`src/rtl/number_to_code_tx_pkg.sv`:
```
// Shared types and code constants for the number-to-code transmitter and its decoder.
package number_to_code_tx_pkg;

    typedef enum logic [1:0] {
        StIdle = 2'd0,
        StHold = 2'd1,
        StGap  = 2'd2
    } state_e;

    localparam int unsigned HoldCntW = 8;

    localparam logic [3:0] CodeNone = 4'b0000;
    localparam logic [3:0] Code0    = 4'b0001;
    localparam logic [3:0] Code1    = 4'b0010;
    localparam logic [3:0] Code2    = 4'b0011;
    localparam logic [3:0] Code3    = 4'b0100;

    function automatic logic [3:0] num_to_code(input logic [1:0] num);
        logic [3:0] code;
        code = CodeNone;
        unique case (num)
            2'd0: code = Code0;
            2'd1: code = Code1;
            2'd2: code = Code2;
            2'd3: code = Code3;
            default: code = CodeNone;
        endcase
        return code;
    endfunction

endpackage

```
`src/rtl/number_fifo.sv`:
```
// Small power-of-two FIFO with synchronous flush; head entry is read straight from
// the storage registers so the consumer can load it on the popping edge.
module number_fifo #(
    parameter int unsigned DEPTH = 4,
    parameter int unsigned WIDTH = 2
) (
    input  logic                   clk_i,
    input  logic                   rst_ni,
    input  logic                   push_i,
    input  logic                   pop_i,
    input  logic                   flush_i,
    input  logic [WIDTH-1:0]       data_i,
    output logic [WIDTH-1:0]       data_o,
    output logic [$clog2(DEPTH):0] level_o
);

    localparam int unsigned PtrW = $clog2(DEPTH);
    localparam int unsigned LvlW = PtrW + 1;
    localparam logic [LvlW-1:0] FullLvl = LvlW'(DEPTH);

    logic [WIDTH-1:0] mem_q [DEPTH];
    logic [PtrW-1:0]  wr_ptr_q, wr_ptr_d;
    logic [PtrW-1:0]  rd_ptr_q, rd_ptr_d;
    logic [LvlW-1:0]  level_q, level_d;
    logic             do_push, do_pop;

    // Full/empty guards live here so a misbehaving producer cannot corrupt state.
    assign do_push = push_i && !flush_i && (level_q != FullLvl);
    assign do_pop  = pop_i && !flush_i && (level_q != '0);

    always_comb begin
        wr_ptr_d = wr_ptr_q;
        rd_ptr_d = rd_ptr_q;
        level_d  = level_q;
        if (flush_i) begin
            wr_ptr_d = '0;
            rd_ptr_d = '0;
            level_d  = '0;
        end else begin
            if (do_push) begin
                wr_ptr_d = wr_ptr_q + 1'b1;
            end
            if (do_pop) begin
                rd_ptr_d = rd_ptr_q + 1'b1;
            end
            case ({do_push, do_pop})
                2'b10:   level_d = level_q + 1'b1;
                2'b01:   level_d = level_q - 1'b1;
                default: level_d = level_q;
            endcase
        end
    end

    always_ff @(posedge clk_i) begin
        if (!rst_ni) begin
            wr_ptr_q <= '0;
            rd_ptr_q <= '0;
            level_q  <= '0;
        end else begin
            wr_ptr_q <= wr_ptr_d;
            rd_ptr_q <= rd_ptr_d;
            level_q  <= level_d;
        end
    end

    always_ff @(posedge clk_i) begin
        if (do_push) begin
            mem_q[wr_ptr_q] <= data_i;
        end
    end

    assign data_o  = mem_q[rd_ptr_q];
    assign level_o = level_q;

endmodule

```
`src/rtl/number_to_code_tx.sv`:
```
// Queues 2-bit numbers and drives each as a 4-bit code for HOLD_CYCLES cycles,
// followed by a one-cycle zero gap that carries the done pulse.
module number_to_code_tx
    import number_to_code_tx_pkg::*;
#(
    parameter int unsigned HOLD_CYCLES = 4,
    parameter int unsigned FIFO_DEPTH  = 4
) (
    input  logic                        clk,
    input  logic                        rst_n,
    input  logic                        in_valid,
    input  logic [1:0]                  Number,
    output logic                        in_ready,
    input  logic                        flush,
    output logic [3:0]                  BCD,
    output logic                        code_valid,
    output logic                        done,
    output logic [$clog2(FIFO_DEPTH):0] level
);

    localparam int unsigned LvlW = $clog2(FIFO_DEPTH) + 1;
    localparam logic [LvlW-1:0]     FullLvl  = LvlW'(FIFO_DEPTH);
    localparam logic [HoldCntW-1:0] HoldLoad = HoldCntW'(HOLD_CYCLES - 1);

    state_e              state_q, state_d;
    logic [HoldCntW-1:0] hold_cnt_q, hold_cnt_d;
    logic [3:0]          bcd_q, bcd_d;
    logic                code_valid_q, code_valid_d;
    logic                done_q, done_d;

    logic                fifo_push, fifo_pop;
    logic [1:0]          head_num;
    logic [LvlW-1:0]     fifo_level;

    // Ready looks only at registered occupancy; a pop on the same edge does not help.
    assign in_ready  = (fifo_level != FullLvl) && !flush;
    assign fifo_push = in_valid && in_ready;

    number_fifo #(
        .DEPTH (FIFO_DEPTH),
        .WIDTH (2)
    ) u_fifo (
        .clk_i   (clk),
        .rst_ni  (rst_n),
        .push_i  (fifo_push),
        .pop_i   (fifo_pop),
        .flush_i (flush),
        .data_i  (Number),
        .data_o  (head_num),
        .level_o (fifo_level)
    );

    always_comb begin
        state_d      = state_q;
        hold_cnt_d   = hold_cnt_q;
        bcd_d        = bcd_q;
        code_valid_d = code_valid_q;
        done_d       = 1'b0;
        fifo_pop     = 1'b0;
        if (flush) begin
            state_d      = StIdle;
            hold_cnt_d   = '0;
            bcd_d        = CodeNone;
            code_valid_d = 1'b0;
        end else begin
            unique case (state_q)
                StIdle: begin
                    if (fifo_level != '0) begin
                        fifo_pop     = 1'b1;
                        bcd_d        = num_to_code(head_num);
                        code_valid_d = 1'b1;
                        hold_cnt_d   = HoldLoad;
                        state_d      = StHold;
                    end else begin
                        bcd_d        = CodeNone;
                        code_valid_d = 1'b0;
                    end
                end
                StHold: begin
                    if (hold_cnt_q == '0) begin
                        bcd_d        = CodeNone;
                        code_valid_d = 1'b0;
                        done_d       = 1'b1;
                        state_d      = StGap;
                    end else begin
                        hold_cnt_d = hold_cnt_q - 1'b1;
                    end
                end
                StGap: begin
                    state_d = StIdle;
                end
                default: begin
                    state_d      = StIdle;
                    bcd_d        = CodeNone;
                    code_valid_d = 1'b0;
                end
            endcase
        end
    end

    always_ff @(posedge clk) begin
        if (!rst_n) begin
            state_q      <= StIdle;
            hold_cnt_q   <= '0;
            bcd_q        <= CodeNone;
            code_valid_q <= 1'b0;
            done_q       <= 1'b0;
        end else begin
            state_q      <= state_d;
            hold_cnt_q   <= hold_cnt_d;
            bcd_q        <= bcd_d;
            code_valid_q <= code_valid_d;
            done_q       <= done_d;
        end
    end

    assign BCD        = bcd_q;
    assign code_valid = code_valid_q;
    assign done       = done_q;
    assign level      = fifo_level;

endmodule

```
`config.mk`:
```
export PLATFORM = sky130hd
export DESIGN_NAME = number_to_code_tx
export DESIGN_NICKNAME = d
export VERILOG_FILES = /design/src/rtl/number_to_code_tx_pkg.sv /design/src/rtl/number_fifo.sv /design/src/rtl/number_to_code_tx.sv
export SDC_FILE = /design/constraint.sdc
export NUM_CORES = 1
export LEC_CHECK = 0
export CELL_PAD_IN_SITES_DETAIL_PLACEMENT = 2
export CELL_PAD_IN_SITES_GLOBAL_PLACEMENT = 2
export CORE_ASPECT_RATIO = 0.5
export CORE_MARGIN = 2
export CORE_UTILIZATION = 38
export DETAILED_ROUTE_END_ITERATION = 10
export PLACE_DENSITY_LB_ADDON = 0.1
export SLEW_MARGIN = 20
export SYNTH_ARGS = -nofsm -noshare
export SYNTH_HDL_FRONTEND = slang
export SYNTH_SLANG_ARGS = --single-unit
```
`constraint.sdc`:
```
create_clock -name clk -period 3.9 [get_ports clk]
set_clock_uncertainty 0.2 [all_clocks]
set_input_delay 0.78 -clock clk [delete_from_list [all_inputs] [get_ports clk]]
set_output_delay 0.78 -clock clk [all_outputs]
set_load 0.01 [all_outputs]
```
Word level (Yosys, flattened, before mapping)
Memories as Yosys holds them, arrays and structs flattened. A register that Yosys moved wholly into a read port is not among the register bits. Cells that the tools add are included.

Bits in writable memories: 8. Memories kept: 1. Input port bits: 6. Register bits: 23.

Reductions and logical operators: 18. Bitwise logic cells: 3. Add/subtract/negate cells: 5. Mux-type cells: 21. Equality and inequality tests: 11.

Memory list: u_fifo.mem_q (depth 4, bits a word 2, rd ports 1, clocked after Yosys merged registers in 1, wr ports 1, line number_fifo.sv:21) `logic [WIDTH-1:0] mem_q [DEPTH];`.

Operator list (count): $mux W8 (2); $pmux W4 S4 (1); $pmux W8 S2 (1); $pmux W4 S3 (1); $eq A2 B2 Y1 const B (4); $logic_not A8 Y1 (1); $mux W2 (4); $mux W4 (2); $sub A8 B1 Y8 const B (1); $mux W1 (7); $eq A2 B1 Y1 const B (3); $logic_and A1 B1 Y1 (6); $ne A2 B2 Y1 const B (3); $pmux W3 S2 (1); $add A2 B1 Y2 const B (2); $logic_not A2 Y1 (2); $pmux W2 S2 (1); $reduce_and A2 Y1 (2); $reduce_bool A2 Y1 (2); $add A3 B1 Y3 const B (1); $ne A3 B3 Y1 const B (1); $not A1 Y1 (3); $pmux W1 S3 (1); $reduce_and A3 Y1 (1); 5 further kinds (5).

Longest topological paths before layout
Gate-level depths: netlist (run 1).

Depth after elaboration: 8. Depth in mapped cells: 9. Depth with buffers taken out: 9.

Cells and area by module
Synthesis (run 1) repeated with hierarchy kept, for this count alone.

Cells, all modules: 149. Area, all modules: 1547.7 µm².

Modules (own cells, without submodules): number_fifo (seq. area each 420.4 µm², cells an instance 66, area each 810.8 µm², times used 1); number_to_code_tx (seq. area each 300.3 µm², cells an instance 83, area each 737.0 µm², times used 1).

Worst setup path before layout (run 1)
OpenSTA, ideal clock, no wires.

Path kind: input port to flip-flop. Start point: in flush. End point: reg u_fifo.level_q[2], in the netlist u_fifo.level_o[2]. Buffers on the path: 0. Stages on the path: 7. Arrival time: 2.357 ns. Library setup time: 0.071 ns. Path slack: 1.273 ns. Cells stage by stage: nor4_1 ha_1 inv_1 fa_1 xor2_1 or3_1 a21oi_1.

Word-level cells in the longest chain between the ends: 7. Elaborated cells on any way between the ends: 13.

Ends and longest elaborated chain: start: declaration (line number_to_code_tx.sv:14) `input logic flush,`; $logic_not A1 Y1 (line number_fifo.sv:28, number_fifo.sv:29, number_to_code_tx.sv:36); $logic_and A1 B1 Y1 (line number_to_code_tx.sv:36) `assign in_ready = (fifo_level != FullLvl) && !flush;`; $logic_and A1 B1 Y1 (line number_to_code_tx.sv:37) `assign fifo_push = in_valid && in_ready;`; $logic_and A1 B1 Y1 (2 in a row) (line number_fifo.sv:28) `assign do_push = push_i && !flush_i && (level_q != FullLvl);`; $eq A2 B1 Y1 / $eq A2 B2 Y1 (equally long branches) (line number_fifo.sv:46) `case ({do_push, do_pop})`; $pmux W3 S2 / $reduce_bool A2 Y1 (equally long branches); end signal: assignment (line number_fifo.sv:62) `level_q <= level_d;`; end: declaration (line number_fifo.sv:24) `logic [LvlW-1:0] level_q, level_d;`.

Several ways; a longest one is shown, not always the timed one. A chain may end at the register's enable or synchronous reset.

Final worst setup path (run 1)
Start point: in flush. End point: reg u_fifo.level_q[2], in the netlist u_fifo.level_o[2].

Elaborated cells on any way between the ends: 13.

RTL lines: $mux W1 / $logic_not A1 Y1 (equally long branches) (line number_to_code_tx.sv:60, number_fifo.sv:29); $logic_and A1 B1 Y1 * (2 in a row) (line number_fifo.sv:29) `assign do_pop = pop_i && !flush_i && (level_q != '0);`; net u_fifo.do_pop (line number_fifo.sv:25) `logic do_push, do_pop;`; $eq A2 B1 Y1 / $eq A2 B2 Y1 (equally long branches) (line number_fifo.sv:46); $pmux W3 S2 / $reduce_bool A2 Y1 (equally long branches).

The timed path passes the listed nets; every way through them passes the cells marked *.

==> results of run 1 <==
## routing by layer
layer / wire length [um] / share of wire, %
met4: 14 / 0.44
met2: 1600 / 51
met1: 1450 / 46
met5: 0 / 0
met3: 98 / 3.1
## cell families (layout without fill, tap and decap cells)
kind of cell               Yosys count  in the layout  synth area share (%)
and+or+nand+nor                     45             45                  16.8
DFF                                 32             32                  49.6
AOI/OAI and AO/OA                   19             19                  9.47
buffers and inverters               18             34                  5.68
adders and majority gates            9              9                  8.26
xor gates and xnor gates             9              9                  5.42
muxes                                4              4                  4.56
other                                1              1                 0.258
## layout make-up
cell class	instances	area [um2]	share of cell area [%]
Clock buffer	7	76.3	4.48
Clock inverter	1	5.00	0.293
Inverter	11	41.3	2.42
Multi-Input combinational cell	87	651	38.2
Sequential cell	32	721	42.3
Tap cell	51	63.8	3.74
Timing Repair Buffer	15	148	8.66
## state kept, by name, summed over array words and instances (netlist names), named ones only
| signal | flops |
|---|---|
| u_fifo.mem_q | 8 |
| code_valid | 1 |
| u_fifo.wr_ptr_q | 2 |
| done | 1 |
| u_fifo.rd_ptr_q | 2 |
| BCD | 3 |
| u_fifo.level_o | 3 |
| state_q | 2 |
| hold_cnt_q | 8 |
## Yosys cell counts
cell type / instances / area, um2
nor2_1: 18 / 67.6
a211oi_1: 3 / 22.5
and2_1: 4 / 25.0
nand2_1: 1 / 3.75
o21a_4: 1 / 15.0
buf_6: 1 / 11.3
or3_1: 1 / 6.26
inv_1: 11 / 41.3
or4b_1: 1 / 10.0
nor4b_1: 3 / 26.3
nor4_1: 3 / 18.8
o2111ai_1: 1 / 8.76
dfxtp_1: 24 / 480
mux2i_1: 1 / 10.0
fa_1: 1 / 20.0
mux2_2: 1 / 11.3
ha_1: 8 / 100
a22o_1: 3 / 26.3
nand3_1: 1 / 5.00
edfxtp_1: 8 / 240
a21o_1: 1 / 7.51
nor2b_1: 1 / 6.26
or2_2: 1 / 6.26
clkbuf_1: 4 / 15.0
o21ai_0: 1 / 5.00
conb_1: 1 / 3.75
o211ai_1: 2 / 15.0
xor2_1: 6 / 52.6
mux4_2: 2 / 45.0
nand2b_1: 2 / 12.5
or4_4: 1 / 11.3
or3b_2: 1 / 8.76
nor3_1: 6 / 30.0
o21ai_1: 1 / 5.00
xnor2_1: 3 / 26.3
buf_4: 2 / 15.0
nand4_1: 1 / 6.26
a21oi_1: 5 / 25.0
o31ai_1: 1 / 7.51
## worst paths after layout
check | start | endpoint | cells past startpoint | slack, ps
setup reg to reg | u_fifo.level_o[1]$_SDFFE_PP0P_ | u_fifo.level_o[2]$_SDFFE_PP0P_ | 8 | 1360
hold / removal | code_valid$_SDFFE_PP0P_ | code_valid$_SDFFE_PP0P_ | 1 | 260
hold reg to reg | code_valid$_SDFFE_PP0P_ | code_valid$_SDFFE_PP0P_ | 1 | 260
setup / recovery | flush | u_fifo.level_o[2]$_SDFFE_PP0P_ | 8 | 910
## through the flow
step                area, um2  setup slack (ps)  hold WS (ps)
global placement         1620               686           237
floorplan                1450              1270           247
global route             1710               731           301
CTS                      1710               875           269
finish                   1710               909           265
detailed placement       1620               595           253
## cells in the final DEF, fill, tap and decap left out, types with 2 or more instances in the layout
| cell | synthesis | layout |
|---|---|---|
| a211oi_1 | 3 | 3 |
| a21oi_1 | 5 | 5 |
| a22o_1 | 3 | 3 |
| and2_1 | 4 | 4 |
| clkbuf_1 | 4 | 2 |
| clkbuf_8 | 0 | 5 |
| clkdlybuf4s50_1 | 0 | 14 |
| dfxtp_1 | 24 | 24 |
| edfxtp_1 | 8 | 8 |
| ha_1 | 8 | 8 |
| inv_1 | 11 | 11 |
| mux4_2 | 2 | 2 |
| nand2b_1 | 2 | 2 |
| nor2_1 | 18 | 18 |
| nor3_1 | 6 | 6 |
| nor4_1 | 3 | 3 |
| nor4b_1 | 3 | 3 |
| o211ai_1 | 2 | 2 |
| xnor2_1 | 3 | 3 |
| xor2_1 | 6 | 6 |
## power by group through the flow
stage / sequential, mW / combinational (mW) / clock, mW
floorplan: 0.355 / 0.0293 / 0
global placement: 0.356 / 0.0452 / 0
detailed placement: 0.356 / 0.0476 / 0
CTS: 0.349 / 0.0482 / 0.253
global route: 0.349 / 0.0532 / 0.266
finish: 0.349 / 0.0473 / 0.242
==> flow_summary.json, run 1 <==
{
  "drt.antenna.violating_nets": 0,
  "area_growth_pct": 17.3,
  "nets": 167,
  "numCtsBuffers": 5,
  "cts-root-buf": "clkbuf_8",
  "grt_first_pass_wirelength_mm": 5.35,
  "finalCritPeriodShare_pct": 76.7,
  "cts-hold-fix-buffers": 0,
  "overflow": 0,
  "start_util_pct": 41.0,
  "cts-resized-gates": 0,
  "synth_cell_type_count": 39,
  "crit_arrival_ps": 2990,
  "critPathCaptureType": "register",
  "clkPwrFrac_pct": 38.0,
  "syn_area_per_cell_um2": 10.6,
  "tns_ps": 0,
  "fin_crit_ps": 2990,
  "antenna_found_initial": 0,
  "slowest_delay_ps": 450,
  "die_x_um": 91.5,
  "layout-drive-gt1-share_pct": 9.15,
  "ios": 16,
  "grtUsageMet3_pct": 5.67,
  "max_freq_mhz": 334,
  "grt_util_met2_pct": 31.0,
  "routed_wl_mm": 3.17,
  "die-area_um2": 4370,
  "synth_area_um2": 1450,
  "vias": 1022,
  "grt_max_degree": 17,
  "dp.cells": 196,
  "core_um2": 3550,
  "fp.dieH_um": 47.7,
  "cts_tree": "built",
  "grt_setup_unrepaired": "false",
  "p_leak_nw": 0.590,
  "finalPower_mw": 0.638,
  "instances_no_fill": 204,
  "clock_path_buffers": 2,
  "avgViaCountPerCell": 5.01,
  "synthCells": 137,
  "startpoint_type": "input pin",
  "gr-max-usage-layer": "met2",
  "fillCellCount": 363,
  "ys_seq_elements": 32,
  "report.final.hold_viol_count": 0,
  "relSlewSlack_pct": 57.5,
  "peakVddDrop_mv": 0.192,
  "critPathSlowestCell": "clkdlybuf4s50_1",
  "path_class": "in2reg",
  "power.switching_mw": 0.147,
  "pwr_density_cell_nw_per_um2": 374,
  "grt_pass1_vias": 1073,
  "clock-sinks": 32,
  "crit_required_ps": 3900,
  "setup_viol_count_final": 0,
  "cp_cell_sequence": "clkdlybuf4s50_1 -> nor4_1 -> ha_1 -> inv_1 -> fa_1 -> xor2_1 -> or3_1 -> a21oi_1",
  "final_util_pct": 48.1,
  "p_int_mw": 0.491,
  "drc": 0,
  "hold_class": "reg2reg",
  "rows": 15,
  "hpwl_mm": 2.41,
  "ys_warn_count": 0,
  "cap_violations": 0,
  "track_usage_pct": 16.6,
  "syn_nets": 152,
  "critPathBufInv": 2,
  "insertion_delay_ps": 270,
  "cts_setup_buffers": 0,
  "dr.pass1.iters": 2,
  "post_drt_wl_per_cell_um": 15.5,
  "status": "finished clean",
  "switching_share_pct": 23.1,
  "cts-htree-levels": 2,
  "use_met1_pct": 19.5,
  "path_clk_slew_ps": 70,
  "ys_seq_area_share_pct": 49.6,
  "path_delay_family": "simple AND/OR/NAND/NOR gates",
  "path_max_fanout": 4,
  "portBuffers": 14,
  "p_comb_share_pct": 7.4,
  "worst_slew_pin_slew_ps": 632,
  "drtIter0Drc": 29,
  "power_frac_seq_pct": 54.6,
  "antenna_cells": 0,
  "gp_congestion": 0.783,
  "final_max_slew_viol_count": 0
}
(Power assumes the default switching activity.)
==> run 2: changes to the inputs <==
Settings changed: CORE_UTILIZATION 38 to 35.
Clock period 3.9 ns to 2.8 ns, I/O delays scaled along.
==> run 2 against run 1 <==
Compared with the run above: power is 40% higher; sequential power is 39% higher; sequential cell count stayed put; clock power is 40% higher; global-route usage is 0.087 points lower; register-to-register slack worse by 960 ps; critical path type unchanged; critical path depth stayed put; cell count is 3.9% higher; wire length is 3.1% higher; core utilization is 3.7 points lower; via count is 1.9% higher.
==> flow_summary.json, run 2 (same netlist as run 1, synthesis figures left out) <==
{
  "path_delay_family": "simple AND/OR/NAND/NOR gates",
  "rows": 16,
  "worst_slew_pin_slew_ps": 673,
  "critPathCaptureType": "register",
  "finalCritPeriodShare_pct": 93.2,
  "numCtsBuffers": 5,
  "pwr_density_cell_nw_per_um2": 511,
  "hp-start": "BCD[0]$_SDFFE_PP0P_",
  "finalPower_mw": 0.896,
  "top_regs": "hold_cnt_q: 8 flops, u_fifo.mem_q: 8 flops",
  "worstHoldEndpoint": "BCD[0]$_SDFFE_PP0P_",
  "grt_max_degree": 11,
  "grt_pass1_vias": 1147,
  "hold_class": "reg2reg",
  "cp_cell_sequence": "clkdlybuf4s50_1 -> nor4_2 -> ha_1 -> inv_1 -> fa_1 -> xor2_1 -> or3_1 -> a21oi_1",
  "final_max_slew_viol_count": 0,
  "r2r_end": "u_fifo.level_o[2]$_SDFFE_PP0P_",
  "seq_area_um2": 721,
  "start_util_pct": 36.9,
  "antenna_found_initial": 0,
  "cts_tree": "built",
  "grt_setup_unrepaired": "false",
  "reg2reg_from": "u_fifo.level_o[0]$_SDFFE_PP0P_",
  "cts-hold-fix-buffers": 0,
  "vias": 1041,
  "antenna_cells": 0,
  "crit_required_ps": 2820,
  "dr.pass1.iters": 4,
  "avgViaCountPerCell": 4.91,
  "final_util_pct": 44.4,
  "area_growth_pct": 20.5,
  "ios": 16,
  "mostFrequentLayoutCell": "dfxtp_1",
  "multi_input_area_um2": 657,
  "clock-sinks": 32,
  "instances_no_fill": 212,
  "report.final.hold_viol_count": 0,
  "r2r_cells": 8,
  "max_freq_mhz": 383,
  "hpwl_mm": 2.45,
  "nets": 172,
  "die-area_um2": 4720,
  "cap_violations": 0,
  "fin_crit_ps": 2610,
  "crit_arrival_ps": 2630,
  "critPathSlowestCell": "clkdlybuf4s50_1",
  "gp_congestion": 0.740,
  "clock_path_buffers": 2,
  "drt.antenna.violating_nets": 0,
  "cts-root-buf": "clkbuf_8",
  "p_leak_nw": 0.614,
  "relSlewSlack_pct": 54.7,
  "drtIter0Drc": 20,
  "stdcell_area_um2": 1750,
  "status": "finished clean",
  "tns_ps": 0,
  "path_max_fanout": 2,
  "critPathBufInv": 2,
  "final_cell_mix": "dfxtp_1 (24), nor2_1 (18), clkdlybuf4s50_1 (14)",
  "place_area_um2": 1670,
  "dp.cells": 204,
  "setup_viol_count_final": 0,
  "path_class": "in2reg",
  "fillCellCount": 419,
  "insertion_delay_ps": 290,
  "layout-drive-gt1-share_pct": 12.0,
  "track_usage_pct": 16.5,
  "hold_path_depth": 1,
  "peakVddDrop_mv": 0.200,
  "drc": 0,
  "core_um2": 3940,
  "startpoint_type": "input pin",
  "post_drt_wl_per_cell_um": 15.4,
  "portBuffers": 14,
  "routed_wl_mm": 3.27,
  "cts-htree-levels": 2,
  "rrSetupSlack_ps": 400,
  "path_clk_slew_ps": 70,
  "die_x_um": 95.2,
  "grt_first_pass_wirelength_mm": 5.68,
  "slowest_delay_ps": 440,
  "overflow": 0,
  "fp.dieH_um": 49.6
}
[run 2: area by class of cell]
type	instances	share of cell area (%)
tap	54	3.86
clock buffer	6	4.14
timing repair buffer	20	10.6
sequential	32	41.1
clock inverter	2	0.429
multi-input combinational	87	37.5
inverter	11	2.36
[run 2: report_power, final]
group          internal [mW]  switching, mW
sequential             0.480        0.00612
clock                  0.169          0.171
combinational         0.0330         0.0367
[run 2: layer usage]
| metal | GRT usage [%] | wire length, um |
|---|---|---|
| met5 | 0 | 0 |
| met4 | 5.80 | 46 |
| met2 | 28.6 | 1650 |
| met1 | 18.5 | 1460 |
| met3 | 6.42 | 108 |
[run 2: how the worst max path moves through the flow]
stage,cells past startpoint,start,slack [ps],to
after detailed placement,8,flush,-190,u_fifo.level_o[2]$_SDFFE_PP0P_
after global routing,8,flush,80,u_fifo.level_o[2]$_SDFFE_PP0P_
after global placement,8,flush,-20,u_fifo.level_o[2]$_SDFFE_PP0P_
final,8,flush,190,u_fifo.level_o[2]$_SDFFE_PP0P_
after CTS,8,flush,90,u_fifo.level_o[2]$_SDFFE_PP0P_
after floorplan,7,flush,390,u_fifo.level_o[2]$_SDFFE_PP0P_
[run 2: timing repair]
item | CTS | global route
buffers inserted | 0 | 0
gates resized for setup | 0 | 1
endpoints found under the setup margin | 0 | 1
[run 2: stage by stage]
stage	worst slack (ps)	hold slack (ps)
2_1_floorplan	393	247
3_3_place_gp	-21.4	242
3_5_place_dp	-191	246
4_1_cts	86.0	286
5_1_grt	78.7	306
6_report	190	278
[run 2: worst reg2reg max path: stages (launching register included)]
cell,delay [ps]
dfxtp_1,430
nor3_1,140
nor4_2,260
ha_1,230
inv_1,50
fa_1,380
xor2_1,160
or3_1,310
a21oi_1,160
==> run 3: changes to the inputs <==
Settings changed: CORE_ASPECT_RATIO 0.5 to not set, CORE_MARGIN 2 to 5, HOLD_SLACK_MARGIN set to 0.05.
==> run 3 against run 2 <==
Compared with the run above: sequential power hardly changed; worst setup slack worse by 47 ps; first-iteration DRC count is 130% higher; global-route usage is 2.8 points lower; via count is 0.48% higher; count of clock-buffer cells in the layout is 1 lower; critical path depth stayed put; core utilization is 0.063 points higher; sequential cell count stayed put; cell area is 1.6% higher; critical endpoint unchanged; largest cell class unchanged.
==> flow_summary.json, run 3 (same netlist as run 1, synthesis figures left out) <==
{
  "status": "finished clean",
  "setup_viol_count_final": 0,
  "core_um2": 4000,
  "peakVddDrop_mv": 0.297,
  "clock-sinks": 32,
  "p_comb_share_pct": 7.0,
  "cts-resized-gates": 0,
  "cap_violations": 0,
  "overflow": 0,
  "nets": 173,
  "max_freq_mhz": 376,
  "hp-start": "code_valid$_SDFFE_PP0P_",
  "dr.pass1.iters": 4,
  "fp.dieH_um": 74.5,
  "layout-drive-gt1-share_pct": 13.8,
  "drc": 0,
  "cts-root-buf": "clkbuf_8",
  "worst_slew_pin_slew_ps": 557,
  "tns_ps": 0,
  "die-area_um2": 5540,
  "gp_congestion": 0.701,
  "path_clk_slew_ps": 70,
  "cts_setup_buffers": 0,
  "fillCellCount": 425,
  "insertion_delay_ps": 280,
  "grt_setup_unrepaired": "false",
  "fin_crit_ps": 2660,
  "cp-startpoint": "flush",
  "avgViaCountPerCell": 5.00,
  "grt_max_degree": 12,
  "numCtsBuffers": 5,
  "drtIter0Drc": 45,
  "pwr_density_cell_nw_per_um2": 558,
  "relSlewSlack_pct": 62.6,
  "hpwl_mm": 2.51,
  "track_usage_pct": 13.7,
  "critPathCaptureType": "register",
  "reg2reg_from": "u_fifo.level_o[0]$_SDFFE_PP0P_",
  "final_util_pct": 44.5,
  "path_class": "in2reg",
  "final.setup.worst_slack_ps": 142,
  "p_int_mw": 0.776,
  "crit_arrival_ps": 2670,
  "vias": 1046,
  "drt.antenna.violating_nets": 0,
  "final_max_slew_viol_count": 0,
  "cts-htree-levels": 2,
  "finalCritPeriodShare_pct": 94.9,
  "antenna_found_initial": 0,
  "pre_cts_slack_ps": -207,
  "post_drt_wl_per_cell_um": 15.9,
  "p_leak_nw": 0.633,
  "hold_class": "reg2reg",
  "rows": 23,
  "grt_pass1_vias": 1160,
  "area_growth_pct": 22.4,
  "power_frac_seq_pct": 48.9,
  "clock_path_buffers": 2,
  "start_util_pct": 36.3,
  "portBuffers": 14,
  "switching_share_pct": 21.9,
  "report.final.hold_viol_count": 0,
  "crit_required_ps": 2810,
  "final_cell_mix": "dfxtp_1 (24), nor2_1 (18), clkdlybuf4s50_1 (14)",
  "clkPwrFrac_pct": 44.1,
  "grt_first_pass_wirelength_mm": 5.64,
  "rrSetupSlack_ps": 290,
  "mostFrequentLayoutCell": "dfxtp_1",
  "startpoint_type": "input pin",
  "seq_area_um2": 721,
  "ios": 16,
  "cts-hold-fix-buffers": 0,
  "path_max_fanout": 2,
  "power.switching_mw": 0.217,
  "antenna_cells": 0,
  "top_regs": "hold_cnt_q: 8 flops, u_fifo.mem_q: 8 flops",
  "cts_tree": "built",
  "multi_input_area_um2": 651,
  "die_x_um": 74.5,
  "routed_wl_mm": 3.32
}
[run 3: final timing paths]
kind | depth (start not counted) | to
worst min register to register | 1 | code_valid$_SDFFE_PP0P_
worst max-delay path | 8 | u_fifo.level_o[2]$_SDFFE_PP0P_
worst max register to register | 8 | u_fifo.level_o[2]$_SDFFE_PP0P_
worst min-delay path | 1 | code_valid$_SDFFE_PP0P_
[run 3: final cells by class]
class | count | area share (%)
Timing Repair Buffer | 21 | 10.8
Tap cell | 50 | 3.52
Multi-Input combinational cell | 87 | 36.6
Sequential cell | 32 | 40.5
Clock inverter | 3 | 2.39
Inverter | 11 | 2.32
Clock buffer | 5 | 3.87
[run 3: critical path, cell delays in order]
cell	delay (ps)
clkdlybuf4s50_1	420
nor4_1	370
ha_1	250
inv_1	60
fa_1	380
xor2_1	170
or3_1	310
a21oi_1	160
[run 3: power by group through the flow]
stage	Combinational [mW]	Sequential [mW]	Clock, mW
finish	0.0698	0.486	0.438
global route	0.0783	0.486	0.475
CTS	0.0711	0.486	0.453
detailed placement	0.0703	0.496	0
global placement	0.0668	0.495	0
floorplan	0.0408	0.495	0
[run 3: stage by stage]
step	instance area [um2]	cells	hold WS [ps]	total power, mW
final	1780	209	257	0.993
after global routing	1780	209	285	1.04
after CTS	1780	209	259	1.01
after detailed placement	1670	201	245	0.566
after global placement	1670	201	243	0.562
after floorplan	1450	137	247	0.536
[run 3: per-layer routing]
| metal | vias up | part of all wire (%) | wire length [um] | GRT usage (%) |
|---|---|---|---|---|
| met5 | - | 0 | 0 | 0 |
| met1 | 515 | 39 | 1290 | 14.0 |
| met2 | 15 | 57 | 1890 | 26.2 |
| li1 | 511 | - | - | - |
| met3 | 5 | 3.2 | 106 | 5.00 |
| met4 | 0 | 1.3 | 42 | 3.56 |
